<file path="src/rtl/rom_load_ctl.sv">
// ROM download controller: steers the HPS byte stream into four ROM regions,
// checks the load for completeness and order, then sequences the core reset.
module rom_load_ctl #(
  parameter int CPU_SIZE  = 32768,
  parameter int TILE_SIZE = 24576,
  parameter int SPR_SIZE  = 32768,
  parameter int SND_SIZE  = 8192,
  parameter int HOLD_CYC  = 16
) (
  input  logic        clk_sys,
  input  logic        reset_n,
  input  logic        ioctl_download,
  input  logic        ioctl_wr,
  input  logic [24:0] ioctl_addr,
  input  logic [7:0]  ioctl_dout,
  output logic [15:0] rom_addr,
  output logic [7:0]  rom_data,
  output logic [3:0]  rom_we,
  output logic        core_rst,
  output logic        load_done,
  output logic        load_err,
  output logic [15:0] cksum,
  output logic [2:0]  dbg_state
);

  localparam int TOTAL_I = CPU_SIZE + TILE_SIZE + SPR_SIZE + SND_SIZE;
  localparam logic [24:0] BASE1 = 25'(CPU_SIZE);
  localparam logic [24:0] BASE2 = 25'(CPU_SIZE + TILE_SIZE);
  localparam logic [24:0] BASE3 = 25'(CPU_SIZE + TILE_SIZE + SPR_SIZE);
  localparam logic [24:0] TOTAL = 25'(TOTAL_I);
  localparam int CW  = ($clog2(TOTAL_I + 1) > 18) ? $clog2(TOTAL_I + 1) : 18;
  localparam int HCW = (HOLD_CYC > 1) ? $clog2(HOLD_CYC) : 1;

  typedef enum logic [2:0] {
    S_IDLE  = 3'd0,
    S_LOAD  = 3'd1,
    S_CHECK = 3'd2,
    S_HOLD  = 3'd3,
    S_RUN   = 3'd4,
    S_ERR   = 3'd5
  } state_t;

  state_t          state, state_n;
  logic            dl_prev;
  logic [CW-1:0]   byte_cnt;
  logic [24:0]     exp_addr;
  logic            err_flag;
  logic [HCW-1:0]  hold_cnt;

  logic            dl_rise, dl_fall;
  logic            wr_in_load, accept, reject, check_pass;
  logic [3:0]      region_we;
  logic [15:0]     region_off;

  assign dl_rise    = ioctl_download & ~dl_prev;
  assign dl_fall    = ~ioctl_download & dl_prev;
  // A strobe in the same cycle as the download edge belongs to no load.
  assign wr_in_load = (state == S_LOAD) && !dl_rise && ioctl_wr;
  assign accept     = wr_in_load && (ioctl_addr == exp_addr) && (ioctl_addr < TOTAL);
  assign reject     = wr_in_load && !((ioctl_addr == exp_addr) && (ioctl_addr < TOTAL));
  assign check_pass = (byte_cnt == CW'(TOTAL_I)) && !err_flag;

  assign core_rst   = (state != S_RUN);
  assign dbg_state  = state;

  // Region boundaries are inclusive at the base, so a boundary byte falls upward.
  always_comb begin
    region_we  = 4'b0001;
    region_off = ioctl_addr[15:0];
    if (ioctl_addr >= BASE3) begin
      region_we  = 4'b1000;
      region_off = ioctl_addr[15:0] - BASE3[15:0];
    end else if (ioctl_addr >= BASE2) begin
      region_we  = 4'b0100;
      region_off = ioctl_addr[15:0] - BASE2[15:0];
    end else if (ioctl_addr >= BASE1) begin
      region_we  = 4'b0010;
      region_off = ioctl_addr[15:0] - BASE1[15:0];
    end
  end

  always_comb begin
    state_n = state;
    case (state)
      S_IDLE:  state_n = S_IDLE;
      S_LOAD:  if (dl_fall) state_n = S_CHECK;
      S_CHECK: state_n = check_pass ? S_HOLD : S_ERR;
      S_HOLD:  if (hold_cnt == HCW'(HOLD_CYC - 1)) state_n = S_RUN;
      S_RUN:   state_n = S_RUN;
      S_ERR:   state_n = S_ERR;
      default: state_n = S_IDLE;
    endcase
    if (dl_rise) state_n = S_LOAD;
  end

  always_ff @(posedge clk_sys) begin
    if (!reset_n) state <= S_IDLE;
    else          state <= state_n;
  end

  always_ff @(posedge clk_sys) begin
    if (!reset_n) begin
      // Tracking the pin through reset keeps an ongoing download from looking like a new edge.
      dl_prev   <= ioctl_download;
      byte_cnt  <= '0;
      exp_addr  <= '0;
      err_flag  <= 1'b0;
      cksum     <= '0;
      load_done <= 1'b0;
      load_err  <= 1'b0;
      hold_cnt  <= '0;
      rom_we    <= '0;
      rom_addr  <= '0;
      rom_data  <= '0;
    end else begin
      dl_prev <= ioctl_download;
      rom_we  <= accept ? region_we : 4'b0000;
      if (accept) begin
        rom_addr <= region_off;
        rom_data <= ioctl_dout;
        exp_addr <= exp_addr + 25'd1;
        cksum    <= cksum + {8'h00, ioctl_dout};
        if (byte_cnt != '1) byte_cnt <= byte_cnt + CW'(1);
      end
      if (reject) err_flag <= 1'b1;
      if (state == S_CHECK) begin
        hold_cnt <= '0;
        if (check_pass) load_done <= 1'b1;
        else            load_err  <= 1'b1;
      end
      if (state == S_HOLD) hold_cnt <= hold_cnt + HCW'(1);
      if (dl_rise) begin
        byte_cnt  <= '0;
        exp_addr  <= '0;
        err_flag  <= 1'b0;
        cksum     <= '0;
        load_done <= 1'b0;
        load_err  <= 1'b0;
      end
    end
  end

endmodule
</file>
<file path="config.mk">
export PLATFORM = sky130hd
export DESIGN_NAME = rom_load_ctl
export DESIGN_NICKNAME = d
export VERILOG_FILES = /design/src/rtl/rom_load_ctl.sv
export SDC_FILE = /design/constraint.sdc
export NUM_CORES = 1
export LEC_CHECK = 0
export ABC_AREA = 1
export BUFFER_PORTS_ARGS = -buffer_cell sky130_fd_sc_hd__buf_4
export CORE_AREA = 2 2 178 110
export CTS_BUF_LIST = sky130_fd_sc_hd__clkbuf_8
export DETAILED_ROUTE_END_ITERATION = 6
export DIE_AREA = 0 0 180 112
export MAX_ROUTING_LAYER = met4
export SLEW_MARGIN = 25
export SYNTH_ARGS = -nofsm -noshare
export SYNTH_HDL_FRONTEND = slang
export SYNTH_SLANG_ARGS = --single-unit
</file>
<file path="constraint.sdc">
create_clock -name clk_sys -period 2.3 [get_ports clk_sys]
set_input_delay 0.115 -clock clk_sys [delete_from_list [all_inputs] [get_ports clk_sys]]
set_output_delay 0.115 -clock clk_sys [all_outputs]
set_load 0.01 [all_outputs]
</file>
Word-level counts from Yosys, hierarchy flattened:

Cells that the tools add are included.

* multiplexer cells: 13
* bitwise gates (word level): 7
* add/sub/neg operators: 7
* $lt $le $gt $ge: 4
* reduce and logical (&&, ||, !) cells: 20
* equality and inequality tests: 14

Operator list (number)
* $ge 25x16->1 const B: 2
* $mux 16: 3
* $sub 16x16->16 const B: 2
* $add 25x1->25 const B: 1
* $eq 25x25->1: 1
* $ge 25x17->1 const B: 1
* $lt 25x17->1 const B: 1
* $add 18x1->18 const B: 1
* $eq 18x17->1 const B: 1
* $ne 18x18->1 const B: 1
* $add 16x8->16: 1
* $sub 16x15->16 const B: 1
* $pmux 3 s5: 1
* $mux 3: 4
* $mux 4: 3
* $reduce_and 2->1: 6
* $ne 3x3->1 const B: 3
* $logic_and 1x1->1: 7
* $eq 3x2->1 const B: 2
* $eq 3x3->1 const B: 2
* $not 1->1: 5
* $add 4x1->4 const B: 1
* $eq 4x4->1 const B: 1
* $ne 2x2->1 const B: 2
* other kinds (9): 12

* output and inout bits: 50
* word-level logic and storage cells: 80
* flip-flop bits (word level): 98
* bits of input ports: 37

Depth between registers and ports, before layout:

Gate-level depths: netlist of run 1.

* word-level depth: 9
* depth in mapped cells: 13
* gate-level depth less buffers: 13

Least setup slack after synthesis of run 1:

Ideal clock, no wire load.

* path type: reg-to-reg
* start point: register byte_cnt[0]
* end point: register byte_cnt[3]
* period minus slack after synthesis: 1841 ps
* data required time: 2189 ps
* data arrival time: 1730 ps
* setup time: 111 ps
* path buffers: 1
* path slack: 459 ps
* stages on the path, launching flop included: 12
* path through: dfxtp_1 ha_1 nand3_1 nor2_1 nand4_1 nor2_1 nand3_2 buf_2 nand3_1 nand2_1 inv_1 nor2_1

* word-level cells in the longest chain between the ends: 2
* elaborated cells on any way between the ends: 3
* those cells by class: add/sub (1); eq/ne (1); reduce/logical (1)

Ends and longest elaborated chain
* start, declared: line 45 `logic [CW-1:0] byte_cnt;`
* start signal, assigned: line 123 `if (byte_cnt != '1) byte_cnt <= byte_cnt + CW'(1);`
* branches (longest 2 deep; another with $add 18x1->18)

Several ways; the timed one is not identified.
A chain may end at the register's enable or synchronous reset.

Worst setup path after layout of run 1:

* start point: register exp_addr[6]
* end point: register byte_cnt[1]

* word-level cells in the longest chain between the ends: 4

Ends and longest elaborated chain
* start, declared: line 46 `logic [24:0] exp_addr;`
* start signal, assigned: line 121 `exp_addr <= exp_addr + 25'd1;`
* $eq 25x25->1: line 59 `assign accept = wr_in_load && (ioctl_addr == exp_addr) && (ioctl_addr < TOTAL);`
* $logic_and 1x1->1 (2 in a row): line 59
* $reduce_and 2->1 (no line)

No other way between the ends.

==> flow_summary.toml, run 1 <==
[timing]
setup_viol = 0
max-slew-margin-rel_pct = 50.48
whs_ns = 0.02281
period_share_pct = 91.26
hold_viol_final = 0
fmax_mhz = 476.4
worst_pin_slew_ns = 0.7418
final.setup.tns_ns = 0
slew_violations = 0
rsz0062_at_grt = "no"
post-route-min-period_ns = 2.099
fin_skew_ns = 0.01057

[clock_tree]
cts_tree = "done"
numCtsBuffers = 9
cts.path.max_buffers = 2
cts_sinks = 98
cts_root_buffer = "clkbuf_8"
htree_levels = 3
clk_latency_ns = 0.38
clk_pin_slew_ns = 0.11

[layout]
drive_above_1_share_pct = 13.48
fin_nets = 1035
instances_no_fill = 1233
syn_to_final_growth_pct = 24.85
antenna_cells = 0
fillers = 1995
multi_input_area_um2 = 2959
regArea_um2 = 1962

[placed_design]
gp_congestion = 0.8891
port_buffers = 86
placed_cells = 1200
dp_hpwl_mm = 11.83

[logic_synthesis]
netlist_instances = 873
netlist_area_um2 = 5469
synth-seq-area-share_pct = 35.87
synth_edf_count = 0
synth_async_sr_flop_share_pct = 0
synth_cell_types = 34
synth_area_per_cell_um2 = 6.265
synth-seq-cells = 98
synthFlopType = "dfxtp_1"
syn-num-nets = 926
ys_warn_count = 0

[die]
coreArea_um2 = 18590
die_x_um = 180
dieArea_um2 = 20160
row_count = 39
dieHeight_um = 112
ios = 87
start_util_pct = 29.42

[grt]
grt_pass1_vias = 5120
grt_max_degree = 74
antenna_found_initial = 0
track_usage_pct = 16.39
grt_overflow = 0
grt_first_pass_wirelength_mm = 26.22

[pwr]
pwr_density_cell_nw_per_um2 = 449.6
p_total_mw = 3.070
p_leak_nw = 3.079
vdd_ir_drop_max_uv = 191.3

[routing]
route.detailed.drc = 0
viasPerCell = 4.594
wire_per_inst_um = 12.99
first_pass_iters = 5
drt_iter0_markers = 437
via_count = 5665
wl_mm = 16.01
detail-route-antenna-nets = 0

[critical_path]
startpoint = "exp_addr[6]"
rrSetupSlack_ns = 0.20
critPathArrivalTime_ns = 2.38
crit_end = "byte_cnt[1]"
crit_path_max_fanout = 37
worst-r2r-cell-count = 12
crit_path_end_kind = "register"
rr_startpoint = "exp_addr[6]"
r2r-end = "byte_cnt[1]"
required_ns = 2.58
critPathKind = "reg2reg"
cp-start-kind = "register"

[hold_path]
holdCritPathClass = "in2reg"
min-delay-start = "ioctl_dout[1]"

[run]
max_cap_viol_count = 0

[run_status]
status = "completed"
## report_power, final
| group | internal [mW] | switching, mW |
|---|---|---|
| clock network | 0.404 | 0.686 |
| logic | 0.116 | 0.159 |
| registers | 1.70 | 0.00466 |
| total | 2.22 | 0.849 |
## flip-flops by register name (all words and copies together) (netlist names)
name,cells
byte_cnt,18
cksum,16
dbg_state,3
dl_prev,1
err_flag,1
exp_addr,25
hold_cnt,4
load_done,1
load_err,1
rom_addr,16
rom_data,8
rom_we,4
## layout by cell type (no fill, tap or decap), types with 15 or more instances in the layout
| master | instances |
|---|---|
| a21oi_1 | 43 |
| buf_4 | 102 |
| dfxtp_1 | 98 |
| dlygate4sd3_1 | 16 |
| ha_1 | 15 |
| inv_1 | 116 |
| nand2_1 | 243 |
| nand3_1 | 40 |
| nand4_1 | 37 |
| nor2_1 | 144 |
| o21ai_0 | 48 |
## cell usage after synthesis, drive strengths merged (2+ instances only)
master  number  share of area [%]
xnor2        7                1.1
o21ai       55                5.0
a211oi       2               0.27
nand2      244                 17
dfxtp       98                 36
o21bai       2               0.27
nand3       41                3.8
nor4         6               0.69
xor2         2               0.32
inv        122                8.4
nor3        16                1.8
and2         3               0.34
ha          15                3.4
nor3b        3               0.41
buf          9               0.80
nor2       146                 10
clkbuf      13               0.89
a21oi       43                3.9
nand3b       3               0.41
nand4       37                4.2
## critical path, stage by stage (launching register included)
cell	delay (ns)
dfxtp_1	0.44
inv_2	0.06
nand2_1	0.05
nand2_1	0.10
nor2_1	0.14
nand2_1	0.07
nor2_1	0.09
nand2_1	0.15
nor3_4	0.26
clkbuf_16	0.29
nand2_1	0.13
o21ai_0	0.16
nor2_1	0.05
## how the worst min path moves through the flow
stage,endpoint,cells past startpoint
after detailed placement,dl_prev,1
after global placement,dl_prev,1
final,rom_data[1],3
after floorplan,dl_prev,0
after CTS,rom_addr[4],3
after global routing,rom_addr[4],3
## routing by layer
metal	vias to the layer above	track usage [%]	part of all wire, %
met5	-	-	0
met4	0	3.198	0.69
met3	13	3.108	6.8
met2	179	21.74	38
met1	2482	25.24	55
li1	2991	-	-
## final cells by class
class,instances,share of cell area [%]
clock buffer,9,1.814
clock inverter,7,0.8063
inverter,122,6.707
multi-input combinational,631,43.34
sequential,98,28.73
tap,246,4.508
timing repair buffer,120,14.09
## what timing repair did
action / CTS / global route
hold endpoints to repair: 16 / 0
setup buffers: 0 / 0
gates resized for setup: 0 / 1
hold buffers: 16 / 0
setup endpoints to repair: 0 / 1
## metrics by stage
step | instance area, um^2 | util, % | setup slack [ns]
after floorplan | 5469 | - | 0.4588
after global placement | 6472 | 34.81 | 0.2328
after detailed placement | 6472 | 34.81 | 0.1819
after CTS | 6812 | 36.64 | 0.1944
after global routing | 6828 | 36.73 | 0.007227
final | 6828 | 36.73 | 0.2010
## cell families (layout without fill, tap and decap cells)
logic type               after synthesis  count (layout)  synth area share, %
AND/OR/NAND/NOR                      500             500                38.76
buffers and inverters                144             258                10.07
AO/OA/AOI/OAI                        106             106                10.07
flip-flops                            98              98                35.87
adder cells (fa/ha/maj)               16              16                3.798
XOR/XNOR                               9               9                1.441
Power figures use the tool's default switching activity.
==> inputs of run 2 (changes only) <==
--- a/config.mk
+++ b/config.mk
@@ -8,10 +8,12 @@
 export ABC_AREA = 1
 export BUFFER_PORTS_ARGS = -buffer_cell sky130_fd_sc_hd__buf_4
 export CORE_AREA = 2 2 178 110
-export CTS_BUF_LIST = sky130_fd_sc_hd__clkbuf_8
+export CTS_BUF_LIST = sky130_fd_sc_hd__clkbuf_16
 export DETAILED_ROUTE_END_ITERATION = 6
 export DIE_AREA = 0 0 180 112
 export MAX_ROUTING_LAYER = met4
+export RECOVER_POWER = 25
+export SKIP_CTS_REPAIR_TIMING = 1
 export SLEW_MARGIN = 25
 export SYNTH_ARGS = -nofsm -noshare
 export SYNTH_HDL_FRONTEND = slang
==> run 2 against run 1 <==
Net effect:
- register-to-register slack improved by 0.03 ns
- die area is the same
- clock-buffer cell count did not move
- hold slack improved by 0.0031 ns
- sequential cell count unchanged
- setup slack gained 0.0024 ns
- wire length down 0.24%
- non-clock buffer count is 14 lower
- design area down 2.5%
- via count decreased by 1.4%
- fmax is 0.11% higher
==> flow_summary.toml, run 2 (same netlist as run 1, synthesis figures left out) <==
[run_status]
status = "completed"

[placed_design]
dpl_worst_slack_ns = 0.1819
placed_cells = 1200
port_buffers = 86
dp_hpwl_mm = 11.83
gp_congestion = 0.8891

[grt]
grt_overflow = 0
met2_usage_pct = 21.46
grt_util_met3_pct = 3.304
met1_usage_pct = 25.04
antenna_found_initial = 0
grt-busiest-layer = "met1"
track_usage_pct = 16.22
grt_max_degree = 74
grt_pass1_vias = 5056
grt_first_pass_wirelength_mm = 26.03

[clock_tree]
cts_root_buffer = "clkbuf_16"
numCtsBuffers = 9
cts_sinks = 98
htree_levels = 3
cts.path.max_buffers = 2
clk_pin_slew_ns = 0.08
cts_tree = "done"
clk_latency_ns = 0.35

[timing]
worst_pin_slew_ns = 0.7421
fmax_mhz = 477.0
whs_ns = 0.02591
post-route-min-period_ns = 2.097
layout_setup_ws_ns = 0.2033
hold_viol_final = 0
final.setup.tns_ns = 0
setup_viol = 0
fin_skew_ns = 0.009847
max-slew-margin-rel_pct = 50.45
rsz0062_at_grt = "no"
slew_violations = 0
period_share_pct = 91.16

[routing]
wire_per_inst_um = 13.10
detail-route-antenna-nets = 0
first_pass_iters = 5
viasPerCell = 4.583
wl_mm = 15.97
route.detailed.drc = 0
via_count = 5587
drt_iter0_markers = 424

[pwr]
p_leak_nw = 2.914
pwr_density_cell_nw_per_um2 = 514.3
vdd_ir_drop_max_uv = 300.1

[die]
dieHeight_um = 112
start_util_pct = 29.42
dieArea_um2 = 20160
die_x_um = 180
coreArea_um2 = 18590
ios = 87
row_count = 39

[layout]
fillers = 2016
final_core_utilization_pct = 35.79
regMostFlops = "exp_addr"
instances_no_fill = 1219
layout_commonest_cell = "nand2_1"
mostFrequentLayoutCells = "243 x nand2_1, 144 x nor2_1, 116 x inv_1"
fin_nets = 1021
multi_input_area_um2 = 2959
largest_reg_flops = 25
antenna_cells = 0
reg_top3 = "exp_addr (25), byte_cnt (18)"
syn_to_final_growth_pct = 21.67
regArea_um2 = 1962
drive_above_1_share_pct = 9.969

[critical_path]
critPathKind = "in2reg"
crit_path_max_fanout = 37
rr_startpoint = "exp_addr[6]"
startpoint = "ioctl_addr[15]"
crit_path_end_kind = "register"
critPathArrivalTime_ns = 2.34
required_ns = 2.54
cp-start-kind = "input port"

[run]
max_cap_viol_count = 0

[hold_path]
min-delay-start = "ioctl_addr[6]"
holdCritPathClass = "in2reg"
## run 2: changes by cell type in the layout (fill, tap and decap cells not counted)
cell	previous run	this run
clkbuf_16	1	10
buf_4	102	66
clkbuf_1	0	36
dlygate4sd3_1	16	2
clkbuf_8	9	0
## run 2: worst paths after layout
path	endpoint	slack, ns	cells after the start
setup / recovery	byte_cnt[1]	0.20	12
hold / removal	rom_addr[6]	0.03	3
setup reg to reg	byte_cnt[1]	0.23	12
hold reg to reg	exp_addr[21]	0.45	2
## run 2: power by group
part	internal [mW]	switching, mW	leakage, nW	total [mW]
logic	0.0975	0.155	1.99	0.252
registers	1.70	0.00461	0.790	1.71
clock network	0.745	0.720	0.138	1.47
total	2.54	0.879	2.91	3.42
## run 2: layout make-up
cell class	instances	share of cell area, %
Sequential cell	98	29.48
Multi-Input combinational cell	631	44.47
Timing Repair Buffer	106	10.32
Clock buffer	9	3.385
Tap cell	246	4.626
Clock inverter	7	0.8274
Inverter	122	6.882
## run 2: metal layers
layer / up-vias / routed length, um
met4: 0 / 102
met3: 10 / 1147
li1: 2966 / -
met2: 173 / 5947
met1: 2438 / 8776
met5: - / 0
## run 2: metrics by stage
step	power (mW)	cell area (um^2)
5_1_grt	3.565	6654
3_5_place_dp	1.997	6472
4_1_cts	3.477	6753
3_3_place_gp	1.997	6472
2_1_floorplan	1.874	5469
6_report	3.422	6654
## run 2: critical path, stage by stage
cell,delay [ns]
dlygate4sd3_1,0.55
buf_4,0.17
nand2_1,0.09
and2_1,0.12
nand2_1,0.04
nor2_1,0.09
nand3_1,0.20
nor3_4,0.32
clkbuf_16,0.29
nand2_1,0.13
o21ai_0,0.16
nor2_1,0.05
